`config.mk`:
```
export PLATFORM = sky130hd
export DESIGN_NAME = demux_1_to_2
export DESIGN_NICKNAME = d
export VERILOG_FILES = /design/src/rtl/demux_pkg.sv /design/src/rtl/sat_counter.sv /design/src/rtl/demux_1_to_2.sv
export SDC_FILE = /design/constraint.sdc
export NUM_CORES = 1
export LEC_CHECK = 0
export ABC_AREA = 1
export BUFFER_PORTS_ARGS = -buffer_cell sky130_fd_sc_hd__buf_2
export CAP_MARGIN = 10
export CORE_ASPECT_RATIO = 1.5
export CORE_MARGIN = 2
export CORE_UTILIZATION = 40
export CTS_CLUSTER_SIZE = 10
export DETAILED_ROUTE_END_ITERATION = 10
export GPL_TIMING_DRIVEN = 0
export PLACE_DENSITY_LB_ADDON = 0.08
export SLEW_MARGIN = 10
export SYNTH_ARGS = -nofsm -noshare
export SYNTH_HDL_FRONTEND = slang
export SYNTH_SLANG_ARGS = --single-unit
```
`constraint.sdc`:
```
create_clock -name clk -period 1.93 [get_ports clk]
set_input_delay 0.386 -clock clk [delete_from_list [all_inputs] [get_ports clk]]
set_output_delay 0.386 -clock clk [all_outputs]
set_load 0.01 [all_outputs]
```
`src/rtl/demux_pkg.sv`:
```
// Shared constants for the 1-to-2 demux: default sizes and channel indices.
package demux_pkg;

  localparam int DEMUX_WIDTH_DEF = 1;
  localparam int DEMUX_CNT_W_DEF = 16;

  // Channel indices into the routed-output arrays
  localparam int CH_A   = 0;
  localparam int CH_B   = 1;
  localparam int NUM_CH = 2;

endpackage

```
`src/rtl/sat_counter.sv`:
```
// Saturating up-counter with synchronous clear; sticks at all-ones.
module sat_counter #(
  parameter int CNT_W = demux_pkg::DEMUX_CNT_W_DEF
) (
  input  logic             clk,
  input  logic             rst_n,
  input  logic             clr,
  input  logic             inc,
  output logic [CNT_W-1:0] count
);

  // Reset beats clear, clear beats increment; hold once saturated
  always_ff @(posedge clk) begin
    if (!rst_n)
      count <= '0;
    else if (clr)
      count <= '0;
    else if (inc && (count != {CNT_W{1'b1}}))
      count <= count + 1'b1;
  end

endmodule

```
`src/rtl/demux_1_to_2.sv`:
```
// 1-to-2 demux: combinational routing, registered copies, and per-channel
// saturating counts of cycles in which each routed output is nonzero.
module demux_1_to_2
  import demux_pkg::*;
#(
  parameter int WIDTH = DEMUX_WIDTH_DEF,
  parameter int CNT_W = DEMUX_CNT_W_DEF
) (
  input  logic             clk,
  input  logic             rst_n,
  input  logic [WIDTH-1:0] in,
  input  logic             sel,
  input  logic             clr,
  output logic [WIDTH-1:0] a,
  output logic [WIDTH-1:0] b,
  output logic [WIDTH-1:0] a_q,
  output logic [WIDTH-1:0] b_q,
  output logic [CNT_W-1:0] cnt_a,
  output logic [CNT_W-1:0] cnt_b
);

  logic [NUM_CH-1:0][WIDTH-1:0] route;
  logic [NUM_CH-1:0][WIDTH-1:0] route_q;
  logic [NUM_CH-1:0][CNT_W-1:0] cnt;

  // Exactly one channel can carry data, so a and b are never both nonzero
  always_comb begin
    route       = '0;
    route[CH_A] = sel ? '0 : in;
    route[CH_B] = sel ? in : '0;
  end

  // One-cycle registered copy of both routed outputs
  always_ff @(posedge clk) begin
    if (!rst_n)
      route_q <= '0;
    else
      route_q <= route;
  end

  // One activity counter per channel, bumped whenever that channel is nonzero
  for (genvar g = 0; g < NUM_CH; g++) begin : g_ch
    sat_counter #(.CNT_W(CNT_W)) u_cnt (
      .clk   (clk),
      .rst_n (rst_n),
      .clr   (clr),
      .inc   (|route[g]),
      .count (cnt[g])
    );
  end

  assign a     = route[CH_A];
  assign b     = route[CH_B];
  assign a_q   = route_q[CH_A];
  assign b_q   = route_q[CH_B];
  assign cnt_a = cnt[CH_A];
  assign cnt_b = cnt[CH_B];

endmodule

```
==> results.json <==
{
  "avgSynthCellArea_um2": 6.48,
  "synth-main-ff-cell": "dfxtp_1",
  "seqPwrFrac_pct": 50.4,
  "yosysTopAreaCell": "dfxtp_1",
  "cp_max_fo": 10,
  "place.gp.congestion": 0.853,
  "synth_nets": 310,
  "critPathCaptureType": "flip-flop",
  "synth-seq-area-share_pct": 34.7,
  "hold_path_class": "in -> reg",
  "fillers": 515,
  "grt_pass1_wl_mm": 8.01,
  "synth_cells": 303,
  "cts-buffers-inserted": 5,
  "critical_path_class": "reg -> reg",
  "die_w_um": 61.2,
  "power_frac_clock_pct": 45.0,
  "drt-initial-drc-count": 113,
  "clk_latency_ns": 0.29,
  "synthTopCellsByArea": "dfxtp_1, nand2_1, nor2_1",
  "io_pins": 41,
  "ctsHoldBuffers": 0,
  "peakVddDrop_v": 0.000364,
  "setup_viol": 0,
  "ant_nets": 0,
  "cts_tree": "done",
  "hold_ws_ns": 0.333,
  "relSlewSlack_pct": 68.0,
  "final_util_pct": 49.4,
  "fin_setup_tns_ns": 0,
  "hold_viol": 0,
  "layout-drive-gt1-share_pct": 22.5,
  "tightest_slew_ns": 0.480,
  "cap_violations": 0,
  "finClkSkew_ns": 0.00713,
  "post_drt_via_cell_ratio": 4.66,
  "arrival_ns": 1.77,
  "yosysMostFrequentCell": "nand2_1",
  "setup_ws_ns": 0.345,
  "io_buffers": 40,
  "slowest_delay_ns": 0.40,
  "synthesis.area_um2": 1960,
  "hpwl_mm": 3.62,
  "p_per_area_nw_per_um2": 598,
  "crit_family": "simple AND/OR/NAND/NOR gates",
  "grt_pass1_vias": 1852,
  "pre_cts_slack_ns": 0.323,
  "cts_root_buf": "clkbuf_8",
  "multi_input_area_um2": 1140,
  "yosys_register_bits": 34,
  "dieArea_um2": 5500,
  "outcome": "finished, final reports clean",
  "syn_to_final_growth_pct": 20.0,
  "synth-edff-count": 0,
  "dpl.cell_count": 409,
  "fmaxAchievable_mhz": 631,
  "gr-total-overflow": 0,
  "wl_per_cell_um": 11.2,
  "dr.pass1.iters": 4,
  "clk_path_buf_depth": 2,
  "htree_levels": 2,
  "p_leak_nw": 0.976,
  "postCtsSetupBuffers": 0,
  "die_h_um": 89.8,
  "final.min_clock_period_ns": 1.59,
  "synth_common_cells": "nand2_1, nor2_1, dfxtp_1",
  "regArea_um2": 681,
  "yosysTopAreaCellShare_pct": 34.7,
  "intPower_mw": 1.09,
  "cts-resized-gates": 0,
  "yosys_warnings": 0,
  "coreArea_um2": 4770,
  "nNetsFinal": 357,
  "antenna_found_initial": 0,
  "cts.sinks": 34,
  "p_sw_mw": 0.320,
  "cp_slowest_cell": "dfxtp_1",
  "num_rows": 31,
  "grt_max_degree": 11,
  "swShare_pct": 22.7,
  "period_share_pct": 82.1,
  "rsz0062_at_grt": "no",
  "start_kind": "flip-flop",
  "cp_data_required_time_ns": 2.11,
  "clk_pin_slew_ns": 0.08,
  "grt_usage_pct": 18.8,
  "fin_cells": 417,
  "path_cells": "ha_1 -> nand2_1 -> nor2_2 -> nand4_4 -> buf_6 -> a21oi_1 -> nor2_1",
  "synthArstFlopShare_pct": 0,
  "maxSlewViolCount": 0,
  "dr_total_vias": 1945,
  "postRouteWirelength_mm": 4.66,
  "antennaDiodeCount": 0,
  "path_buf_inv": 1,
  "synth_cell_types": 25,
  "start_util_pct": 41.1,
  "drc": 0,
  "p_comb_share_pct": 4.7
}
worst min-delay path: cells and delay by family:
kind                   cells  cell delay [ns]
buffers and inverters      2             0.12
AND/OR/NAND/NOR            1             0.08
registers in the layout, indices dropped and copies added (netlist names):
signal	count
g_ch.u_cnt.count	32
a_q	1
b_q	1
area by class of cell:
type	instances	share of cell area [%]
buffer	5	1.54
sequential	34	28.9
timing repair buffer	40	8.50
multi-input combinational	236	48.4
clock buffer	8	4.67
tap	66	3.51
inverter	28	4.46
cell families (layout without fill, tap and decap cells):
kind of cell    after synthesis  in the layout  share of synthesized area, %
compound gates               24             24                          6.50
fa+ha+maj                     2              2                          1.27
buf+inv                      33             81                          7.20
flops                        34             34                          34.7
simple gates                210            210                          50.4
per-stage QoR:
step	power [mW]	area [um2]
detailed placement	0.793	2250
global route	1.46	2360
floorplan	0.769	1960
CTS	1.43	2360
global placement	0.791	2250
finish	1.41	2360
metal layers:
metal  wire length (um)  vias to the layer above  track usage [%]
met3                149                        8             3.31
met1               1860                      863             20.2
met5                  0                        -                0
met2               2540                       33             34.0
li1                   -                     1041                -
met4                106                        0             7.61
final timing paths:
check | start | endpoint | slack [ns] | depth (start not counted)
hold reg to reg | g_ch[1].u_cnt.count[8]$_SDFFE_PP0P_ | g_ch[1].u_cnt.count[8]$_SDFFE_PP0P_ | 0.49 | 2
setup reg to reg | g_ch[1].u_cnt.count[0]$_SDFFE_PP0P_ | g_ch[1].u_cnt.count[13]$_SDFFE_PP0P_ | 0.34 | 7
hold / removal | rst_n | b_q$_SDFF_PN0_ | 0.33 | 3
setup / recovery | g_ch[1].u_cnt.count[0]$_SDFFE_PP0P_ | g_ch[1].u_cnt.count[13]$_SDFFE_PP0P_ | 0.34 | 7
placed cells by master, fill, tap and decap left out, drive strengths merged:
cell    count
o21bai      1
nand3b      1
nand3      28
a31oi       1
buf        44
clkbuf      9
nand4       3
inv        28
ha          2
nor3        2
o21ai       3
nand2      86
nor2       90
a21oi      19
dfxtp      34
power groups by stage:
| stage | combinational [mW] | sequential [mW] | clock (mW) |
|---|---|---|---|
| final | 0.0656 | 0.709 | 0.633 |
| after global routing | 0.0768 | 0.709 | 0.675 |
| after global placement | 0.0658 | 0.726 | 0 |
| after CTS | 0.0672 | 0.709 | 0.656 |
| after floorplan | 0.0418 | 0.727 | 0 |
| after detailed placement | 0.0669 | 0.726 | 0 |
Power figures use the tool's default switching activity.
